File: config.mk
export PLATFORM = sky130hd
export DESIGN_NAME = rv32_pc_ctrl_mh
export DESIGN_NICKNAME = d
export VERILOG_FILES = /design/src/rtl/rv32_pc_ctrl_mh.sv
export SDC_FILE = /design/constraint.sdc
export NUM_CORES = 2
export LEC_CHECK = 0
export BUFFER_PORTS_ARGS = -buffer_cell sky130_fd_sc_hd__buf_2
export CORE_MARGIN = 1
export CORE_UTILIZATION = 50
export CTS_BUF_LIST = sky130_fd_sc_hd__clkbuf_16
export CTS_CLUSTER_DIAMETER = 30
export DETAILED_ROUTE_END_ITERATION = 8
export GPL_TIMING_DRIVEN = 1
export PLACE_DENSITY = 0.68
export SYNTH_ARGS = -nofsm -noshare
export SYNTH_HDL_FRONTEND = slang
export SYNTH_SLANG_ARGS = --single-unit
File: constraint.sdc
create_clock -name clk -period 15.9 [get_ports clk]
set_input_delay 2.385 -clock clk [delete_from_list [all_inputs] [get_ports clk]]
set_output_delay 2.385 -clock clk [all_outputs]
set_load 0.005 [all_outputs]
File: src/rtl/rv32_pc_ctrl_mh.sv
// rv32_pc_ctrl_mh: per-hart PC registers, round-robin fetch scheduler, execute/IRQ redirect and WFI sleep.
// Optional PITO_PC_MISALIGN_CHK_EN traps misaligned redirect targets instead of clearing bits[1:0].
package rv32_pc_ctrl_mh_pkg;
    typedef enum logic [3:0] {
        RV32_OP, RV32_LUI, RV32_AUIPC, RV32_JAL, RV32_JALR,
        RV32_BEQ, RV32_BNE, RV32_BLT, RV32_BGE, RV32_BLTU, RV32_BGEU,
        RV32_MRET, RV32_WFI
    } rv32_opcode_enum_t;
endpackage

module rv32_pc_ctrl_mh
    import rv32_pc_ctrl_mh_pkg::*;
#(
    parameter int NUM_HARTS = 8,
    parameter int HART_W = $clog2(NUM_HARTS),
    parameter int PC_W = 32,
    parameter logic [PC_W-1:0] RESET_PC = '0
) (
    input  logic                 clk,
    input  logic                 rst,
    input  logic [NUM_HARTS-1:0] hart_en,
    input  logic                 fetch_stall,
    output logic                 fetch_valid,
    output logic [HART_W-1:0]    fetch_hart_id,
    output logic [PC_W-1:0]      fetch_pc,
    input  logic                 ex_valid,
    input  logic [HART_W-1:0]    ex_hart_id,
    input  rv32_opcode_enum_t    ex_opcode,
    input  logic [PC_W-1:0]      ex_cur_pc,
    input  logic [31:0]          ex_rs1,
    input  logic [31:0]          ex_imm,
    input  logic [31:0]          ex_alu_res,
    input  logic                 irq_valid,
    input  logic [HART_W-1:0]    irq_hart_id,
    input  logic [PC_W-1:0]      irq_pc,
    output logic                 wb_save_pc,
    output logic [HART_W-1:0]    wb_hart_id,
    output logic [31:0]          wb_reg_pc,
    output logic                 wb_redirect,
    output logic [NUM_HARTS-1:0] hart_sleep
`ifdef PITO_PC_MISALIGN_CHK_EN
    ,
    output logic                 misalign_valid,
    output logic [HART_W-1:0]    misalign_hart_id,
    output logic [PC_W-1:0]      misalign_addr
`endif
);
    typedef enum logic {RUN, SLEEP} hart_state_e;
    hart_state_e state_q [NUM_HARTS];
    hart_state_e state_d [NUM_HARTS];
    logic [PC_W-1:0] pc_q [NUM_HARTS];
    logic [NUM_HARTS-1:0] elig;
    logic [HART_W-1:0] rr_ptr, pick, idx;
    logic found, redirect, bad, save;
    logic [PC_W-1:0] imm_pc, raw_tgt, tgt;
    logic [31:0] save_val;

    assign imm_pc = PC_W'(ex_imm);
    assign redirect = ex_valid && ((ex_opcode inside {RV32_BEQ, RV32_BNE, RV32_BLT, RV32_BGE, RV32_BLTU, RV32_BGEU}
                      && ex_alu_res == 32'd1) || ex_opcode inside {RV32_JAL, RV32_JALR, RV32_MRET});
    assign raw_tgt = ex_opcode == RV32_JALR ? (PC_W'(ex_rs1) + imm_pc) & ~PC_W'(1) :
                     ex_opcode == RV32_MRET ? irq_pc : ex_cur_pc + imm_pc;
    assign save = ex_valid && ex_opcode inside {RV32_JAL, RV32_JALR, RV32_AUIPC};
    assign save_val = 32'(ex_opcode == RV32_AUIPC ? ex_cur_pc + imm_pc : ex_cur_pc + PC_W'(4));

`ifdef PITO_PC_MISALIGN_CHK_EN
    assign bad = redirect && raw_tgt[1:0] != 2'b00;
    assign tgt = raw_tgt;

    always_ff @(posedge clk or posedge rst) begin
        if (rst) begin
            misalign_valid <= 1'b0;
            misalign_hart_id <= '0;
            misalign_addr <= '0;
        end else begin
            misalign_valid <= bad;
            misalign_hart_id <= bad ? ex_hart_id : '0;
            misalign_addr <= bad ? raw_tgt : '0;
        end
    end
`else
    assign bad = 1'b0;
    assign tgt = {raw_tgt[PC_W-1:2], 2'b00};
`endif

    // IRQ wakes a hart even if it executes WFI (or faults) in the same cycle
    always_comb begin
        elig = '0;
        hart_sleep = '0;
        for (int h = 0; h < NUM_HARTS; h++) begin
            state_d[h] = irq_valid && irq_hart_id == HART_W'(h) ? RUN :
                         ex_valid && ex_hart_id == HART_W'(h) && (ex_opcode == RV32_WFI || bad) ? SLEEP : state_q[h];
            elig[h] = hart_en[h] && state_q[h] == RUN;
            hart_sleep[h] = state_q[h] == SLEEP;
        end
    end

    // rr_ptr itself is searched last so a lone eligible hart is picked every cycle
    always_comb begin
        found = 1'b0;
        pick = rr_ptr;
        idx = rr_ptr;
        for (int i = 1; i <= NUM_HARTS; i++) begin
            idx = rr_ptr + HART_W'(i);
            if (!found && elig[idx]) begin
                found = 1'b1;
                pick = idx;
            end
        end
    end

    always_ff @(posedge clk or posedge rst) begin
        if (rst) begin
            rr_ptr <= HART_W'(NUM_HARTS - 1);
            fetch_valid <= 1'b0;
            fetch_hart_id <= '0;
            fetch_pc <= '0;
            wb_save_pc <= 1'b0;
            wb_hart_id <= '0;
            wb_reg_pc <= '0;
            wb_redirect <= 1'b0;
            for (int h = 0; h < NUM_HARTS; h++) begin
                pc_q[h] <= RESET_PC;
                state_q[h] <= RUN;
            end
        end else begin
            if (!fetch_stall) begin
                fetch_valid <= found;
                if (found) begin
                    fetch_hart_id <= pick;
                    fetch_pc <= pc_q[pick];
                    rr_ptr <= pick;
                end
            end
            wb_save_pc <= save;
            wb_hart_id <= ex_valid ? ex_hart_id : '0;
            wb_reg_pc <= save ? save_val : '0;
            wb_redirect <= redirect && !bad;
            for (int h = 0; h < NUM_HARTS; h++) begin
                state_q[h] <= state_d[h];
                pc_q[h] <= irq_valid && irq_hart_id == HART_W'(h) ? irq_pc :
                           redirect && !bad && ex_hart_id == HART_W'(h) ? tgt :
                           !fetch_stall && found && pick == HART_W'(h) ? pc_q[h] + PC_W'(4) : pc_q[h];
            end
        end
    end
endmodule
==> out/metrics.yaml <==
status: "completed"
drive_gt1_share_pct: 16.7
synthTopCellsByCount: "nand2_1 (437), nor2_1 (430), a21oi_1 (382), dfrtp_1 (337), clkbuf_1 (162)"
slowest_delay_ps: 920
synthTopCellsByArea: "dfrtp_1 (30%), a21oi_1 (6.8%), mux4_2 (6.2%), nand2_1 (5.9%), nor2_1 (5.8%)"
worstPathCellList: "buf_2, nor2b_1, mux4_2, mux2_2, or4b_1, nor3b_4, a31o_2, buf_4, nor2_1, nand3_2, nand3_1, nor2_1, a21oi_1"
timing.setup.tns_ps: 0
grt_start_max_net_pins: 166
synth_top_cell_by_area: "dfrtp_1"
place_area_mm2: 0.0299
syn-num-nets: 3739
synth_ff_type: "dfrtp_1"
muxShareOfSynthArea_pct: 7.39
port_buffers: 263
yosys.area_share.adder_pct: 3.29
die_w_um: 239
drtIter0Drc: 3925
rows: 86
ys_seq_area_share_pct: 30.4
vias: 29500
ctsRootBufferMaster: "clkbuf_16"
final_antenna_net_count: 0
pin_count: 264
nets: 3919
worst-setup-path-type: "primary input to flip-flop"
clock-sinks: 340
cp_slowest_cell: "nand3_1"
ys_seq_elements: 340
cts_tree: "done"
wl_um: 113000
synthCells: 3483
ys_async_sr_fraction_pct: 100
place_congestion: 0.991
avgSynthCellArea_um2: 8.04
chipHeight_um: 239
clock_latency_ps: 650
cts_hold_buf: 0
path_clk_slew_ps: 40
yosysMostFrequentCell: "nand2_1"
hpwlAfterDp_um: 80200
synth-compound-area-share_pct: 23.2
fmax_mhz: 147
clock_skew_ps: 23.3
crit_fanout: 29
setup_violations: 0
core-area_mm2: 0.0552
routed_via_density: 6.57
cts_max_level: 3
grt.overflow.total: 0
cts_buffers: 96
initial_utilization_pct: 50.7
wire_per_inst_um: 25.2
dr.pass1.iters: 6
seqCellArea_mm2: 0.00851
postCtsSetupBuffers: 0
final_cell_area_mm2: 0.0330
synthXorXnorAreaFrac_pct: 9.13
syn_area_mm2: 0.0280
post_cts_resized: 0
crit_path_start_kind: "primary input"
crit_family: "simple AND/OR/NAND/NOR gates"
multi_input_area_mm2: 0.0184
p_per_area_mw_per_mm2: 229
first_global_vias: 27400
hold_viol_final: 0
tightest_slew_ps: 1350
path_buf_inv: 2
maxSlewHeadroom_pct: 9.39
drv_cap: 0
finalMaxSlewViolations: 0
rsz0062_at_grt: "no"
synth-edff-count: 0
die_area_mm2: 0.0569
leakage_nw: 13.8
n_fill_cell: 5030
areaGrowthSynthToFinish_pct: 17.7
cp_data_required_time_ps: 16360
fin_crit_sh_pct: 42.7
min_path_type: "flip-flop to flip-flop"
cp_common_cell: "nor2_1"
min_period_ps: 6790
grt_pass1_wl_um: 170000
synth-simple-area-share_pct: 22.4
drc_errors: 0
synth_top_area_share_pct: 30.1
irDropWorstVdd_v: 0.000172
synth_top_family_by_area: "compound AO/OA/AOI/OAI gates"
antenna_found_initial: 5
grtUsageTotal_pct: 39.4
synthDistinctLibCells: 105
ys_warn_count: 0
clockBufferDepth: 3
arrival_ps: 7250
crit_path_end_kind: "flip-flop"
[routing by layer]
layer | share of wire, % | up-vias | track usage, %
met2 | 44 | 1912 | 59.3
met1 | 38 | 14100 | 51.6
li1 | - | 13100 | -
met5 | 0.041 | - | 0
met3 | 12 | 422 | 10.5
met4 | 5.4 | 6 | 21.0
[through the flow]
stage	utilization [%]	cells	worst slack (ps)	hold slack [ps]	power (mW)
3_5_place_dp	54.1	4313	8550	455	5.53
6_report	59.7	4490	9110	457	7.54
2_1_floorplan	-	3483	4100	463	4.36
4_1_cts	59.7	4486	9230	460	7.40
3_3_place_gp	54.1	4313	8630	448	5.48
5_1_grt	59.7	4488	8780	474	7.88
[cell type report]
type                       instances  area share, %
antenna                            4         0.0304
clock buffer                      98           7.44
clock inverter                    75           1.94
inverter                          44          0.532
multi-input combinational       2855           55.9
sequential                       340           25.8
tap                              748           2.84
timing repair buffer             326           5.47
[where the power goes]
part	switching, mW	leakage, nW	internal [mW]
Clock	0.608	1.56	1.25
Sequential	0.495	4.03	1.20
Combinational	2.39	8.20	1.61
Total	3.50	13.8	4.05
[cell families (layout without fill, tap and decap cells)]
logic type,count (synthesis),after routing
AO/OA/AOI/OAI,1030,1030
XOR/XNOR,291,291
adder cells (fa/ha/maj),73,73
buffers and inverters,288,543
flip-flops,340,340
multiplexers,108,108
other,0,4
AND/OR/NAND/NOR,1353,1353
[final timing paths]
kind	startpoint	endpoint	slack, ps	cells after the start
setup / recovery	hart_en[6]	pc_q[68]	9110	13
hold / removal	fetch_pc[13]	fetch_pc[13]	460	2
setup reg to reg	rr_ptr[0]	pc_q[68]	9540	13
hold reg to reg	fetch_pc[13]	fetch_pc[13]	460	2
max in group asynchronous	rst	pc_q[73]	11660	4
min in group asynchronous	rst	wb_hart_id[1]	1890	2
[tightest hold or removal path: stages, from the launching register on]
cell and delay, ps:
dfrtp_1 330, nand2_1 50, nand2_1 40
[layout by cell type (no fill, tap or decap), types with 21 or more instances in the layout]
cell type	instances
a22oi_1	66
and2_1	25
clkbuf_16	98
o31ai_1	21
xor2_1	131
a21o_1	25
inv_1	54
and3_1	72
xnor2_1	159
ha_1	72
clkinv_1	24
nand4_1	84
mux4_2	77
nand3_1	118
nand2b_1	21
nor2_1	417
nor3_1	41
buf_4	62
a211oi_1	129
o21ai_1	40
nor4_1	21
buf_2	263
a21oi_1	377
a31oi_1	51
mux2i_1	22
nor2b_1	28
dfrtp_1	337
nand2_1	437
o21ai_0	137
o211ai_1	38
[registers in the layout, summed over array words and instances (netlist names)]
| register | flops |
|---|---|
| wb_save_pc | 1 |
| wb_hart_id | 3 |
| fetch_hart_id | 3 |
| wb_reg_pc | 32 |
| pc_q | 256 |
| rr_ptr | 3 |
| fetch_valid | 1 |
| hart_sleep | 8 |
| fetch_pc | 32 |
| wb_redirect | 1 |
Power figures use the tool's default switching activity.
